--- src/rtl/md4_round1_seq_if.sv ---
// Handshake and data bundle for the sequential MD4 round-1 engine.
// slave = the engine, master = the block loader driving it.
interface md4_round1_seq_if;
    logic         start_i;
    logic [31:0]  a_i;
    logic [31:0]  b_i;
    logic [31:0]  c_i;
    logic [31:0]  d_i;
    logic [511:0] x_i;
    logic         ready_o;
    logic         busy_o;
    logic         done_o;
    logic [31:0]  out_a_o;
    logic [31:0]  out_b_o;
    logic [31:0]  out_c_o;
    logic [31:0]  out_d_o;

    modport slave (
        input  start_i, a_i, b_i, c_i, d_i, x_i,
        output ready_o, busy_o, done_o, out_a_o, out_b_o, out_c_o, out_d_o
    );

    modport master (
        output start_i, a_i, b_i, c_i, d_i, x_i,
        input  ready_o, busy_o, done_o, out_a_o, out_b_o, out_c_o, out_d_o
    );
endinterface

--- src/rtl/md4_round1_seq.sv ---
// Iterative MD4 round-1 engine: one step per clock over a shared F/add/rotate datapath.
// Define MD4_R1_FEEDFORWARD_EN to add the initial chaining words into the results.
module md4_round1_seq (
    input  logic            clk,
    input  logic            rst,
    md4_round1_seq_if.slave bus
);
    typedef enum logic {IDLE, RUN} state_e;

    state_e       state_q, state_d;
    logic [3:0]   step_q, step_d;
    logic [31:0]  regA_q, regB_q, regC_q, regD_q;
    logic [31:0]  regA_d, regB_d, regC_d, regD_d;
    logic [511:0] words_q, words_d;
    logic [31:0]  outA_q, outB_q, outC_q, outD_q;
    logic [31:0]  outA_d, outB_d, outC_d, outD_d;
    logic         done_q, done_d;
    logic [31:0]  target, opP, opQ, opR, funcF, msgWord, sum, rotated;
    logic [31:0]  addA, addB, addC, addD;

`ifdef MD4_R1_FEEDFORWARD_EN
    logic [31:0]  initA_q, initB_q, initC_q, initD_q;
    logic [31:0]  initA_d, initB_d, initC_d, initD_d;

    assign addA = initA_q;
    assign addB = initB_q;
    assign addC = initC_q;
    assign addD = initD_q;
`else
    assign addA = 32'd0;
    assign addB = 32'd0;
    assign addC = 32'd0;
    assign addD = 32'd0;
`endif

    always_ff @(posedge clk) begin
        if (rst) begin
            state_q <= IDLE;
            step_q  <= 4'd0;
            regA_q  <= 32'd0;
            regB_q  <= 32'd0;
            regC_q  <= 32'd0;
            regD_q  <= 32'd0;
            words_q <= 512'd0;
            outA_q  <= 32'd0;
            outB_q  <= 32'd0;
            outC_q  <= 32'd0;
            outD_q  <= 32'd0;
            done_q  <= 1'b0;
`ifdef MD4_R1_FEEDFORWARD_EN
            initA_q <= 32'd0;
            initB_q <= 32'd0;
            initC_q <= 32'd0;
            initD_q <= 32'd0;
`endif
        end else begin
            state_q <= state_d;
            step_q  <= step_d;
            regA_q  <= regA_d;
            regB_q  <= regB_d;
            regC_q  <= regC_d;
            regD_q  <= regD_d;
            words_q <= words_d;
            outA_q  <= outA_d;
            outB_q  <= outB_d;
            outC_q  <= outC_d;
            outD_q  <= outD_d;
            done_q  <= done_d;
`ifdef MD4_R1_FEEDFORWARD_EN
            initA_q <= initA_d;
            initB_q <= initB_d;
            initC_q <= initC_d;
            initD_q <= initD_d;
`endif
        end
    end

    // Operand rotation: the register being overwritten is the accumulator, the other three feed F.
    always_comb begin
        target = regA_q;
        opP    = regB_q;
        opQ    = regC_q;
        opR    = regD_q;
        case (step_q[1:0])
            2'd1: begin target = regD_q; opP = regA_q; opQ = regB_q; opR = regC_q; end
            2'd2: begin target = regC_q; opP = regD_q; opQ = regA_q; opR = regB_q; end
            2'd3: begin target = regB_q; opP = regC_q; opQ = regD_q; opR = regA_q; end
            default: ;
        endcase
        funcF   = (opP & opQ) | (~opP & opR);
        msgWord = words_q[{step_q, 5'd0} +: 32];
        sum     = target + funcF + msgWord;
        case (step_q[1:0])
            2'd0:    rotated = {sum[28:0], sum[31:29]};
            2'd1:    rotated = {sum[24:0], sum[31:25]};
            2'd2:    rotated = {sum[20:0], sum[31:21]};
            default: rotated = {sum[12:0], sum[31:13]};
        endcase
    end

    always_comb begin
        state_d = state_q;
        step_d  = step_q;
        regA_d  = regA_q;
        regB_d  = regB_q;
        regC_d  = regC_q;
        regD_d  = regD_q;
        words_d = words_q;
        outA_d  = outA_q;
        outB_d  = outB_q;
        outC_d  = outC_q;
        outD_d  = outD_q;
        done_d  = 1'b0;
`ifdef MD4_R1_FEEDFORWARD_EN
        initA_d = initA_q;
        initB_d = initB_q;
        initC_d = initC_q;
        initD_d = initD_q;
`endif
        case (state_q)
            IDLE: begin
                if (bus.start_i) begin
                    state_d = RUN;
                    step_d  = 4'd0;
                    regA_d  = bus.a_i;
                    regB_d  = bus.b_i;
                    regC_d  = bus.c_i;
                    regD_d  = bus.d_i;
                    words_d = bus.x_i;
`ifdef MD4_R1_FEEDFORWARD_EN
                    initA_d = bus.a_i;
                    initB_d = bus.b_i;
                    initC_d = bus.c_i;
                    initD_d = bus.d_i;
`endif
                end
            end
            default: begin
                case (step_q[1:0])
                    2'd0:    regA_d = rotated;
                    2'd1:    regD_d = rotated;
                    2'd2:    regC_d = rotated;
                    default: regB_d = rotated;
                endcase
                // Step 15 always writes B, so its fresh value comes straight from the datapath.
                if (step_q == 4'd15) begin
                    state_d = IDLE;
                    step_d  = 4'd0;
                    done_d  = 1'b1;
                    outA_d  = regA_q + addA;
                    outB_d  = rotated + addB;
                    outC_d  = regC_q + addC;
                    outD_d  = regD_q + addD;
                end else begin
                    step_d = step_q + 4'd1;
                end
            end
        endcase
    end

    always_comb begin
        bus.ready_o = (state_q == IDLE);
        bus.busy_o  = (state_q == RUN);
        bus.done_o  = done_q;
        bus.out_a_o = outA_q;
        bus.out_b_o = outB_q;
        bus.out_c_o = outC_q;
        bus.out_d_o = outD_q;
    end
endmodule

--- src/flat_wrapper.sv ---
// flat-port wrapper written by rule: the top's interface ports become plain ports
module md4_round1_seq_flat 
  (clk, rst, bus_start_i, bus_a_i, bus_b_i, bus_c_i, bus_d_i, bus_x_i, bus_ready_o, bus_busy_o, bus_done_o, bus_out_a_o, bus_out_b_o, bus_out_c_o, bus_out_d_o);
  md4_round1_seq_if bus_i ();
  input  logic clk;
  input  logic rst;
  input wire logic [$bits(bus_i.start_i)-1:0] bus_start_i;
  input wire logic [$bits(bus_i.a_i)-1:0] bus_a_i;
  input wire logic [$bits(bus_i.b_i)-1:0] bus_b_i;
  input wire logic [$bits(bus_i.c_i)-1:0] bus_c_i;
  input wire logic [$bits(bus_i.d_i)-1:0] bus_d_i;
  input wire logic [$bits(bus_i.x_i)-1:0] bus_x_i;
  output wire logic [$bits(bus_i.ready_o)-1:0] bus_ready_o;
  output wire logic [$bits(bus_i.busy_o)-1:0] bus_busy_o;
  output wire logic [$bits(bus_i.done_o)-1:0] bus_done_o;
  output wire logic [$bits(bus_i.out_a_o)-1:0] bus_out_a_o;
  output wire logic [$bits(bus_i.out_b_o)-1:0] bus_out_b_o;
  output wire logic [$bits(bus_i.out_c_o)-1:0] bus_out_c_o;
  output wire logic [$bits(bus_i.out_d_o)-1:0] bus_out_d_o;
  assign bus_i.start_i = bus_start_i;
  assign bus_i.a_i = bus_a_i;
  assign bus_i.b_i = bus_b_i;
  assign bus_i.c_i = bus_c_i;
  assign bus_i.d_i = bus_d_i;
  assign bus_i.x_i = bus_x_i;
  assign bus_ready_o = bus_i.ready_o;
  assign bus_busy_o = bus_i.busy_o;
  assign bus_done_o = bus_i.done_o;
  assign bus_out_a_o = bus_i.out_a_o;
  assign bus_out_b_o = bus_i.out_b_o;
  assign bus_out_c_o = bus_i.out_c_o;
  assign bus_out_d_o = bus_i.out_d_o;
  md4_round1_seq u_core (.clk(clk), .rst(rst), .bus(bus_i));
endmodule
--- config.mk ---
export PLATFORM = sky130hd
export DESIGN_NAME = md4_round1_seq_flat
export DESIGN_NICKNAME = d
export VERILOG_FILES = /design/src/rtl/md4_round1_seq_if.sv /design/src/rtl/md4_round1_seq.sv /design/src/flat_wrapper.sv
export SDC_FILE = /design/constraint.sdc
export NUM_CORES = 2
export LEC_CHECK = 0
export ABC_AREA = 1
export BUFFER_PORTS_ARGS = -buffer_cell sky130_fd_sc_hd__buf_2
export CORE_MARGIN = 8
export CORE_UTILIZATION = 25
export CTS_CLUSTER_SIZE = 14
export DETAILED_ROUTE_END_ITERATION = 10
export GPL_TIMING_DRIVEN = 0
export MAX_ROUTING_LAYER = met4
export SYNTH_ARGS = -nofsm -noshare
export SYNTH_HDL_FRONTEND = slang
export SYNTH_SLANG_ARGS = --single-unit
--- constraint.sdc ---
create_clock -name clk -period 7.2 [get_ports clk]
set_clock_uncertainty 0.1 [all_clocks]
set_input_delay 1.44 -clock clk [delete_from_list [all_inputs] [get_ports clk]]
set_output_delay 1.44 -clock clk [all_outputs]
set_load 0.03 [all_outputs]
==> flow_summary.toml <==
[run_status]
status = "complete, no violations"

[clocking]
clock-sinks = 774
clk-insertion-delay-late_ps = 740
h-tree-depth = 3
cts_tree = "built"
cts_buffers = 88
clk_pin_slew_worst_paths_ps = 60
root_buffer = "clkbuf_16"
postCtsSetupBuffers = 0
clk_path_buf_depth = 3

[drt]
routed-via-count = 46528
finalWirelength_mm = 269.2
drt_iter0_drc = 6176
via_per_inst = 5.437
drt-pass1-iter-count = 8
drc = 0
drtAntennaViolNets = 0
wl_per_cell_um = 31.46

[placement]
place.gp.congestion = 1.048
port_buffers = 773
placedCellCount = 8380
place_area_um2 = 44580
dp_hpwl_mm = 219.8

[yosys]
synth-xor-area-share_pct = 0.1606
synth-simple-area-share_pct = 22.48
avgSynthCellArea_um2 = 6.844
ys_types = 46
synth_most_common_cell = "nor2_1"
synth-compound-area-share_pct = 26.76
synth_mux_area_share_pct = 0
syn_nets = 6287
synth_flop_cell = "dfxtp_1"
syn_area_um2 = 38170
synth_top_area_share_pct = 40.60
ys_seq_elements = 774
synth_async_sr_flop_share_pct = 0
synth_common_cells = "nor2_1, o21ai_0, dfxtp_1"
ys_top_cells_by_area = "dfxtp_1, o21ai_0, nor2_1, nand2_1, clkbuf_1"
yosys_warnings = 0
synth-edff-count = 0
synth_area_leader_cell = "dfxtp_1"
synth.yosys.seq_area_share_pct = 40.60
synth_top_family_by_area = "compound AO/OA/AOI/OAI gates"
postSynthCellCount = 5577
synthAdderAreaFrac_pct = 2.826

[power_and_ir_drop]
peakVddDrop_uv = 202.1
power_density_nw_per_um2 = 318.8
p_sw_mw = 6.472
power_frac_comb_pct = 36.0
clock_power_share_pct = 31.7
p_int_mw = 8.778
p_leak_nw = 20.07
pwr-share-seq_pct = 32.3
power.total_mw = 15.25
switching_share_pct = 42.44

[floorplanning]
dieArea_um2 = 165400
die_x_um = 406.7
core_area_um2 = 151700
rows = 143
initial_core_util_pct = 25.16
die_h_um = 406.7
io_pins = 774

[sta]
slew_violations = 0
hold_violations = 0
finalCritPeriodShare_pct = 99.53
setup_viol = 0
fin_crit_ps = 7166
fin_hold_ws_ps = 348.5
slew-limit-headroom_pct = 11.59
timing.fmax_ghz = 0.1396
fin_tns_setup_ps = 0
tightest_slew_ps = 1326

[layout]
layout-drive-gt1-share_pct = 16.25
design_area_um2 = 47830
stdcell_count = 8557
nFillCells = 17129
final_nets = 7148
area_delta_synth_final_pct = 25.31

[grt]
grtUsageMet2_pct = 48.79
grt_pass1_vias = 44163
grt-ovfl-total = 0
grt_first_pass_wirelength_mm = 357.7
antenna_found_initial = 33
grt_max_degree = 21
global_route.usage.met1_pct = 38.25
grt_util_all_layers_pct = 31.72
gr-max-usage-layer = "met2"
gr-usage-met3_pct = 6.995

[setup_path]
crit_arrival_ps = 7630
crit_top_cell = "a21oi_1"
worstPathCellList = "ha_1, buf_2, inv_1, clkbuf_1, clkbuf_1, buf_2, o22ai_1, o22ai_1, fa_1, inv_1, ha_1, a21oi_1, o21ai_0, nand2_1, nand2_1, a21oi_1, nand3b_1, nand3_1, nand4_1, nand3_1, a21oi_1"
max_stage_delay_ps = 790
cp-start-kind = "flip-flop"
slowest_stage = "clkbuf_1"
critPathCaptureType = "flip-flop"
critical_path_class = "reg2reg"
cp_max_fo = 10
cp.required_ps = 7670

[job]
maxCapViolCount = 0

[hold_path]
worstHoldPathType = "reg2reg"
-- sequential cells by signal (all words and copies together), names as in the netlist --
signal	count
u_core.words_q	512
u_core.bus.out_a_o	32
u_core.bus.out_c_o	32
u_core.regD_q	32
u_core.bus.busy_o	1
u_core.bus.out_b_o	32
u_core.regB_q	32
u_core.regA_q	32
u_core.bus.done_o	1
u_core.step_q	4
u_core.regC_q	32
u_core.bus.out_d_o	32
-- routing by layer --
layer	routed length (µm)	vias up
met4	19590	0
met1	105100	22251
met3	26350	632
met2	118100	3001
li1	-	20644
met5	0	-
-- cell type report --
type | count | area [µm²] | area share, %
Buffer | 445 | 1797 | 3.757
Tap cell | 2030 | 2540 | 5.310
Inverter | 267 | 1005 | 2.101
Clock buffer | 114 | 2410 | 5.038
Timing Repair Buffer | 773 | 3869 | 8.089
Sequential cell | 774 | 15490 | 32.40
Antenna cell | 16 | 40.04 | 0.08371
Multi-Input combinational cell | 4089 | 20040 | 41.89
Clock inverter | 49 | 636.9 | 1.332
-- path summary, 6_finish.rpt --
path                         start               endpoint  slack, ps  cells past startpoint
min reg2reg  u_core.bus.out_b_o[2]  u_core.bus.out_b_o[2]        350                      2
min          u_core.bus.out_b_o[2]  u_core.bus.out_b_o[2]        350                      2
max reg2reg       u_core.step_q[1]      u_core.regB_q[29]         30                     21
max               u_core.step_q[1]      u_core.regB_q[29]         30                     21
-- critical path, delay by kind of cell, from the launching register on --
family,cells,cell delay (ps)
simple gates,6,1190
fa+ha+maj,3,1140
buf+inv,6,2450
compound gates,6,1690
flops,1,410
-- cell usage in the layout, fill, tap and decap left out, drive strengths merged, types with 32 or more instances in the layout --
cell type  Yosys  routed
a21oi        265     265
buf           51     822
clkbuf       396     509
dfxtp        774     774
fa            32      32
ha            35      35
inv          266     272
nand2        588     588
nand3        184     184
nor2        1314    1314
o211ai        49      49
o21ai       1229    1229
o221ai        98      98
o22ai        160     160
-- kinds of logic (layout without fill, tap and decap cells) --
kind of cell,after synthesis,after routing
flops,774,774
other cells,0,16
compound gates,1863,1863
xor+xnor,7,7
fa+ha+maj,67,67
buf+inv,714,1648
simple gates,2152,2152
-- power groups by stage --
stage | Clock, mW | Combinational, mW | Sequential (mW)
6_report | 4.84 | 5.49 | 4.92
3_3_place_gp | 0 | 5.25 | 4.99
3_5_place_dp | 0 | 5.25 | 4.99
2_1_floorplan | 0 | 2.87 | 4.85
5_1_grt | 5.05 | 5.77 | 4.94
4_1_cts | 4.87 | 5.28 | 4.90
-- metrics by stage --
step / setup WS, ps / util [%]
final: 34.13 / 31.52
after floorplan: 2023 / -
after CTS: 32.53 / 31.44
after global routing: -2.014 / 31.51
after global placement: -1070 / 29.38
after detailed placement: -1074 / 29.38
-- what timing repair did --
action | 4_1_cts | 5_1_grt
endpoints found under the setup margin | 160 | 121
gates resized for setup | 44 | 59
hold buffers | 0 | 0
pin swaps | 0 | 0
Note: power is estimated with default switching activity, not from simulation.
